## config.mk

```make
export PLATFORM = sky130hd
export DESIGN_NAME = mult_scheduler_flat
export DESIGN_NICKNAME = d
export VERILOG_FILES = /design/src/rtl/mult_scheduler_if.sv /design/src/rtl/mult_scheduler.sv /design/src/flat_wrapper.sv
export SDC_FILE = /design/constraint.sdc
export NUM_CORES = 1
export LEC_CHECK = 0
export BUFFER_PORTS_ARGS = -buffer_cell sky130_fd_sc_hd__buf_2
export CELL_PAD_IN_SITES_DETAIL_PLACEMENT = 0
export CELL_PAD_IN_SITES_GLOBAL_PLACEMENT = 2
export CORE_MARGIN = 8
export CORE_UTILIZATION = 26
export CTS_CLUSTER_SIZE = 28
export DETAILED_ROUTE_END_ITERATION = 6
export PLACE_DENSITY = 0.85
export SYNTH_ARGS = -nofsm -noshare
export SYNTH_HDL_FRONTEND = slang
export SYNTH_SLANG_ARGS = --single-unit
```

## constraint.sdc

```tcl
create_clock -name clk_i -period 1.8 [get_ports clk_i]
set_input_delay 0.36 -clock clk_i [delete_from_list [all_inputs] [get_ports clk_i]]
set_output_delay 0.36 -clock clk_i [all_outputs]
set_load 0.03 [all_outputs]
```

## src/rtl/mult_scheduler_if.sv

```systemverilog
// Datapath-side bus between the multiply scheduler and the shared 8-bit add-shift datapath.
interface mult_scheduler_if;
  logic [7:0] s;
  logic       clr_ld;
  logic       add;
  logic       sub;
  logic       shift_en;
  logic       reset_c;
  logic       m;
  logic [7:0] aval;
  logic [7:0] bval;

  modport master (
    output s, clr_ld, add, sub, shift_en, reset_c,
    input  m, aval, bval
  );

  modport slave (
    input  s, clr_ld, add, sub, shift_en, reset_c,
    output m, aval, bval
  );
endinterface

```

## src/rtl/mult_scheduler.sv

```systemverilog
// Two-requester round-robin scheduler sequencing a shared 8x8 signed add-shift multiplier.
//   state   | meaning
//   IDLE    | arbitrate requests, pulse grant, latch operands and owner
//   LOAD    | clear A/X, load B with multiplier
//   ADD     | add (or subtract on last iteration) multiplicand when M=1
//   SHIFT   | arithmetic shift X:A:B, advance iteration count
//   CAPTURE | register product {A,B}
//   DONE    | completion pulse to owner
module mult_scheduler (
  input  logic                    clk_i,
  input  logic                    rst_ni,
  input  logic                    req0_i,
  input  logic                    req1_i,
  input  logic [7:0]              opa0_i,
  input  logic [7:0]              opb0_i,
  input  logic [7:0]              opa1_i,
  input  logic [7:0]              opb1_i,
  mult_scheduler_if.master        dp,
  output logic                    gnt0_o,
  output logic                    gnt1_o,
  output logic                    done0_o,
  output logic                    done1_o,
  output logic [15:0]             result_o,
  output logic                    busy_o
);

  typedef enum logic [2:0] {
    S_IDLE,
    S_LOAD,
    S_ADD,
    S_SHIFT,
    S_CAPTURE,
    S_DONE
  } state_e;

  state_e      state_q, state_d;
  logic [2:0]  cnt_q, cnt_d;
  logic        ptr_q, ptr_d;
  logic        owner_q, owner_d;
  logic [7:0]  opa_q, opa_d;
  logic [7:0]  opb_q, opb_d;
  logic [15:0] result_q, result_d;
  logic        grant_sel;

  always_ff @(posedge clk_i) begin
    if (!rst_ni) begin
      state_q  <= S_IDLE;
      cnt_q    <= 3'd0;
      ptr_q    <= 1'b1;
      owner_q  <= 1'b0;
      opa_q    <= 8'h00;
      opb_q    <= 8'h00;
      result_q <= 16'h0000;
    end else begin
      state_q  <= state_d;
      cnt_q    <= cnt_d;
      ptr_q    <= ptr_d;
      owner_q  <= owner_d;
      opa_q    <= opa_d;
      opb_q    <= opb_d;
      result_q <= result_d;
    end
  end

  // On a tie the requester other than the last-granted one wins.
  assign grant_sel = (req0_i && req1_i) ? ~ptr_q : req1_i;

  always_comb begin
    state_d     = state_q;
    cnt_d       = cnt_q;
    ptr_d       = ptr_q;
    owner_d     = owner_q;
    opa_d       = opa_q;
    opb_d       = opb_q;
    result_d    = result_q;
    dp.s        = 8'h00;
    dp.clr_ld   = 1'b0;
    dp.add      = 1'b0;
    dp.sub      = 1'b0;
    dp.shift_en = 1'b0;
    gnt0_o      = 1'b0;
    gnt1_o      = 1'b0;
    done0_o     = 1'b0;
    done1_o     = 1'b0;

    case (state_q)
      S_IDLE: begin
        if (rst_ni && (req0_i || req1_i)) begin
          gnt0_o  = ~grant_sel;
          gnt1_o  = grant_sel;
          owner_d = grant_sel;
          ptr_d   = grant_sel;
          opa_d   = grant_sel ? opa1_i : opa0_i;
          opb_d   = grant_sel ? opb1_i : opb0_i;
          state_d = S_LOAD;
        end
      end
      S_LOAD: begin
        dp.clr_ld = 1'b1;
        dp.s      = opb_q;
        cnt_d     = 3'd0;
        state_d   = S_ADD;
      end
      S_ADD: begin
        dp.s = opa_q;
        // Multiplier MSB carries negative weight, hence subtract on the last pass.
        if (dp.m) begin
          if (cnt_q == 3'd7) dp.sub = 1'b1;
          else               dp.add = 1'b1;
        end
        state_d = S_SHIFT;
      end
      S_SHIFT: begin
        dp.shift_en = 1'b1;
        if (cnt_q == 3'd7) begin
          state_d = S_CAPTURE;
        end else begin
          cnt_d   = cnt_q + 3'd1;
          state_d = S_ADD;
        end
      end
      S_CAPTURE: begin
        result_d = {dp.aval, dp.bval};
        state_d  = S_DONE;
      end
      S_DONE: begin
        done0_o = rst_ni && !owner_q;
        done1_o = rst_ni && owner_q;
        state_d = S_IDLE;
      end
      default: state_d = S_IDLE;
    endcase
  end

  assign dp.reset_c = ~rst_ni;
  assign result_o   = result_q;
  assign busy_o     = (state_q != S_IDLE);

endmodule

```

## src/flat_wrapper.sv

```systemverilog
// flat-port wrapper written by rule: the top's interface ports become plain ports
module mult_scheduler_flat 
  (clk_i, rst_ni, req0_i, req1_i, opa0_i, opb0_i, opa1_i, opb1_i, gnt0_o, gnt1_o, done0_o, done1_o, result_o, busy_o, dp_s, dp_clr_ld, dp_add, dp_sub, dp_shift_en, dp_reset_c, dp_m, dp_aval, dp_bval);
  mult_scheduler_if dp_i ();
  input  logic clk_i;
  input  logic rst_ni;
  input  logic req0_i;
  input  logic req1_i;
  input  logic [7:0] opa0_i;
  input  logic [7:0] opb0_i;
  input  logic [7:0] opa1_i;
  input  logic [7:0] opb1_i;
  output logic gnt0_o;
  output logic gnt1_o;
  output logic done0_o;
  output logic done1_o;
  output logic [15:0] result_o;
  output logic busy_o;
  output wire logic [$bits(dp_i.s)-1:0] dp_s;
  output wire logic [$bits(dp_i.clr_ld)-1:0] dp_clr_ld;
  output wire logic [$bits(dp_i.add)-1:0] dp_add;
  output wire logic [$bits(dp_i.sub)-1:0] dp_sub;
  output wire logic [$bits(dp_i.shift_en)-1:0] dp_shift_en;
  output wire logic [$bits(dp_i.reset_c)-1:0] dp_reset_c;
  input wire logic [$bits(dp_i.m)-1:0] dp_m;
  input wire logic [$bits(dp_i.aval)-1:0] dp_aval;
  input wire logic [$bits(dp_i.bval)-1:0] dp_bval;
  assign dp_s = dp_i.s;
  assign dp_clr_ld = dp_i.clr_ld;
  assign dp_add = dp_i.add;
  assign dp_sub = dp_i.sub;
  assign dp_shift_en = dp_i.shift_en;
  assign dp_reset_c = dp_i.reset_c;
  assign dp_i.m = dp_m;
  assign dp_i.aval = dp_aval;
  assign dp_i.bval = dp_bval;
  mult_scheduler u_core (.clk_i(clk_i), .rst_ni(rst_ni), .req0_i(req0_i), .req1_i(req1_i), .opa0_i(opa0_i), .opb0_i(opb0_i), .opa1_i(opa1_i), .opb1_i(opb1_i), .dp(dp_i), .gnt0_o(gnt0_o), .gnt1_o(gnt1_o), .done0_o(done0_o), .done1_o(done1_o), .result_o(result_o), .busy_o(busy_o));
endmodule
```

# Yosys cells after proc, flatten, opt, wreduce, memory -nomap -nowiden
# Cells that the tools add are included.
[totals]
regBits = 40
input_bits = 53
out_inout_bits = 34
word_cells = 53
[classes]
addsub = 1
n_eq_ne = 8
mux = 23
n_bitwise = 3
n_reduce_logical = 11
[ops]
columns = ["operator", "count"]
rows = [
  ["8-bit two-way mux", 2],
  ["8-bit case mux with 2 select lines", 1],
  ["1-bit two-way mux", 15],
  ["3-bit case mux with 5 select lines", 1],
  ["3-bit == test, second input constant", 3],
  ["3-bit two-way mux", 3],
  ["3-bit by 2-bit == test with 1-bit output, second input constant", 2],
  ["3-bit case mux with 2 select lines", 1],
  ["1-bit logical AND", 4],
  ["2-bit AND reduction", 2],
  ["3-bit by 1-bit adder with 3-bit output, second input constant", 1],
  ["3-bit by 1-bit == test with 1-bit output, second input constant", 1],
  ["3-bit zero test", 1],
  ["1-bit NOT", 3],
  ["3-bit nonzero test", 1],
  ["2-bit by 1-bit inequality test with 1-bit output, second input constant", 1],
  ["2-bit inequality test, second input constant", 1],
  ["2-bit nonzero test", 1],
  ["1-bit zero test", 1],
  ["1-bit logical OR", 1],
]

# Logic depth before layout (Yosys ltp)
[depth]
word_depth = 5
ltp_mapped = 6
mapped_depth_nobuf = 5

# Worst setup path after synthesis
# OpenSTA, ideal clock, no wires.
[synth_path]
path_type = "register to output"
from = "register u_core.state_q[1]"
to = "output port dp_add"
arrival_time_ns = 1.764
t_required_ns = 1.440
path_slack_ns = -0.324
stages_incl_launch_ff = 4
n_path_buf = 1
cell_sequence = "dfxtp_1 -> nor2b_1 -> clkbuf_1 -> nor4bb_1"
[synth_between]
elab_chain_cells = 2
[synth_lines]
columns = ["item", "line_no", "source"]
rows = [
  ["start, declared", "mult_scheduler.sv:36", "state_e state_q, state_d;"],
  ["start signal, assigned", "mult_scheduler.sv:55", "state_q <= state_d;"],
  ["3-bit by 2-bit == test with 1-bit output", "mult_scheduler.sv:86", "case (state_q)"],
  ["1-bit two-way mux", "mult_scheduler.sv:86", ""],
  ["end, declared", "flat_wrapper.sv:21", "output wire logic [$bits(dp_i.add)-1:0] dp_add;"],
]
# Every way passes these cells.

# Final worst setup path
[layout_path]
from = "register u_core.state_q[1]"
to = "output port gnt1_o"
[layout_between]
elab_chain_cells = 2
[layout_lines]
columns = ["item", "line_no", "source"]
rows = [
  ["3-bit zero test", "mult_scheduler.sv:86", ""],
  ["1-bit two-way mux", "mult_scheduler.sv:86", ""],
  ["end, declared", "flat_wrapper.sv:14", "output logic gnt1_o;"],
]
# Every way passes these cells.

==> flow_metrics.env <==
export IMPL_crit_required_ns=1.44
export IMPL_synthFlopType="dfxtp_1"
export IMPL_fp_dieW_um=101.0
export IMPL_drive_gt1_share_pct=44.37
export IMPL_path_max_fanout=6
export IMPL_rrSetupSlack_ns=0.24
export IMPL_synth_seq_area_share_pct=42.61
export IMPL_grt_max_degree=20
export IMPL_insertion_delay_ns=0.29
export IMPL_path_clk_slew_ns=0.08
export IMPL_endpoint_kind="output port"
export IMPL_numCtsBuffers=5
export IMPL_crit_start="u_core.state_q[1]"
export IMPL_grt_pass1_wl_mm=9.177
export IMPL_finalSetupTns_ns=0
export IMPL_fp_row_count=31
export IMPL_grt_pass1_vias=1975
export IMPL_final_util_pct=38.34
export IMPL_core_area_um2=7137
export IMPL_arrival_ns=1.44
export IMPL_synth_xor_area_share_pct=0
export IMPL_drt_pass1_iterations=4
export IMPL_worst_slew_pin_slew_ns=0.3462
export IMPL_cp_start_kind="register"
export IMPL_drt_initial_drc_count=81
export IMPL_hold_viol=0
export IMPL_leakagePower_nw=1.230
export IMPL_synth_top_cell_by_area="dfxtp_1"
export IMPL_ys_types=34
export IMPL_slew_violations=0
export IMPL_hpwl_mm=4.424
export IMPL_synth_area_um2=1879
export IMPL_synth_compound_area_share_pct=20.57
export IMPL_synth_top_cells_by_area="dfxtp_1 43%, a221o_1 8.5%, mux2i_1 8.5%, nor2_1 5.8%, a21oi_1 5.1%"
export IMPL_yosysMostFrequentCell="dfxtp_1"
export IMPL_die_h_um=101.0
export IMPL_dp_slack_ns=0.1505
export IMPL_path_class="register to output port"
export IMPL_setup_viol=0
export IMPL_gp_congestion=0.7422
export IMPL_synth_edf_count=0
export IMPL_synth_simple_area_share_pct=18.91
export IMPL_power_per_cell_area_nw_per_um2=761.0
export IMPL_antenna_found_initial=0
export IMPL_syn_nets=262
export IMPL_area_delta_synth_final_pct=45.61
export IMPL_drc=0
export IMPL_die_area_um2=10210
export IMPL_slew_headroom_pct=76.92
export IMPL_fmax_mhz=556.3
export IMPL_synth_adder_area_share_pct=1.997
export IMPL_wl_per_cell_um=14.50
export IMPL_cts_htree_levels=2
export IMPL_avgViaCountPerCell=4.549
export IMPL_reg2reg_depth=6
export IMPL_rsz0062_at_grt="yes"
export IMPL_initial_utilization_pct=26.33
export IMPL_synth_top_family_by_area="compound AO/OA/AOI/OAI gates"
export IMPL_status="completed"
export IMPL_num_fill_cells=754
export IMPL_netlist_instances=206
export IMPL_cts_num_sinks=40
export IMPL_layout_nets=357
export IMPL_io_buffer_count=86
export IMPL_grt_total_usage_pct=11.38
export IMPL_worst_clock_skew_ns=0.005863
export IMPL_holdBufCountCts=0
export IMPL_vdd_ir_drop_max_v=0.0004185
export IMPL_drtAntennaViolNets=0
export IMPL_max_clock_path_buffers=2
export IMPL_cts_tree="yes"
export IMPL_synth_area_per_cell_um2=9.123
export IMPL_num_antenna_cells=0
export IMPL_synthTopCellsByCount="40 x dfxtp_1, 29 x nor2_1, 20 x nand2_1, 19 x a21oi_1"
export IMPL_ios=87
export IMPL_maxCapViolations=0
export IMPL_reg2reg_from="u_core.state_q[0]"
export IMPL_worstSetupEndpoint="gnt1_o"
export IMPL_clockRootBuffer="clkbuf_8"
export IMPL_num_vias=1824
export IMPL_grt_ovfl_total=0
export IMPL_worstReg2RegEnd="u_core.result_o[4]"
export IMPL_synth_mux_area_fraction_pct=8.522
export IMPL_routed_wl_mm=5.815
export IMPL_finalCriticalPeriod_ns=1.798
export IMPL_hold_class="input pin to register"
export IMPL_finalCritPeriodShare_pct=99.86
export IMPL_ys_warn_count=0
export IMPL_layout_setup_ws_ns=0.002434
export IMPL_postSynth_asyncResetShare_pct=0
export IMPL_ys_seq_elements=40
export IMPL_synth_top_area_share_pct=42.61
[critical path, stage by stage, from the launching register on]
cell,delay (ns)
dfxtp_4,0.38
nor4b_4,0.37
and3_4,0.27
buf_6,0.13
[cell families (layout without fill, tap and decap cells)]
kind of cell | after synthesis | in the layout
AO/OA/AOI/OAI | 52 | 52
adder cells (fa/ha/maj) | 3 | 3
buffers and inverters | 23 | 119
flip-flops | 40 | 40
multiplexers | 16 | 16
AND/OR/NAND/NOR | 72 | 72
[flip-flops by register name, summed over array words and instances, names as in the netlist]
name / flops
u_core.opa_q: 8
u_core.cnt_q: 3
u_core.state_q: 3
u_core.owner_q: 1
u_core.opb_q: 8
u_core.result_o: 16
u_core.ptr_q: 1
[power by group]
| part | internal, mW | switching (mW) | leakage, nW |
|---|---|---|---|
| logic | 0.183 | 0.197 | 0.847 |
| clock network | 0.410 | 0.323 | 0.0541 |
| registers | 0.934 | 0.0357 | 0.329 |
| total | 1.53 | 0.555 | 1.23 |
[routing by layer]
| layer | global-route usage [%] | vias up | wire length (um) |
|---|---|---|---|
| li1 | - | 927 | - |
| met1 | 12.92 | 810 | 2534 |
| met2 | 18.54 | 83 | 2587 |
| met3 | 5.110 | 4 | 649 |
| met4 | 3.666 | 0 | 44 |
| met5 | 0 | - | 0 |
[worst min path at each step]
stage	cells after the start	startpoint	end	slack, ns
floorplan	2	u_core.cnt_q[1]	u_core.cnt_q[1]	0.45
detailed placement	2	u_core.result_o[15]	u_core.result_o[15]	0.48
CTS	2	opb0_i[6]	u_core.opb_q[6]	0.28
finish	2	opb0_i[7]	u_core.opb_q[7]	0.28
global placement	2	u_core.cnt_q[1]	u_core.cnt_q[1]	0.47
global route	2	opb1_i[3]	u_core.opb_q[3]	0.28
[per-stage QoR]
step | instances | hold slack (ns) | instance area, um2 | power [mW]
after floorplan | 206 | 0.4484 | 1886 | 1.194
after global placement | 387 | 0.4654 | 2437 | 1.323
after detailed placement | 387 | 0.4797 | 2437 | 1.326
after CTS | 400 | 0.2755 | 2685 | 2.095
after global routing | 401 | 0.2817 | 2736 | 2.169
final | 401 | 0.2842 | 2736 | 2.083
[layout make-up]
type                            count  area [um2]  share of cell area (%)
Timing Repair Buffer              108       660.6                   24.14
Clock inverter                      3       42.54                   1.555
Clock buffer                        5       68.82                   2.515
Sequential cell                    40       812.0                   29.68
Tap cell                           99       123.9                   4.527
Multi-Input combinational cell    143        1017                   37.17
Inverter                            3       11.26                  0.4115
[cells in the final DEF, fill, tap and decap left out, types with 2 or more instances in the layout]
master,count
o21ai_0,3
inv_1,3
a22oi_2,3
nor2_1,29
dfxtp_2,3
a221o_1,16
ha_4,2
dfxtp_1,35
and2_1,2
buf_6,6
a22oi_1,6
clkbuf_8,5
a21oi_1,19
nand3_1,2
nand2_1,20
buf_2,72
nor2b_1,4
dfxtp_4,2
mux2i_1,16
buf_4,28
[repair_timing]
action	CTS	global route
setup buffers	5	1
pin swaps	3	10
endpoints found under the setup margin	15	15
resized for setup	30	11
Note: power is estimated with default switching activity, not from simulation.
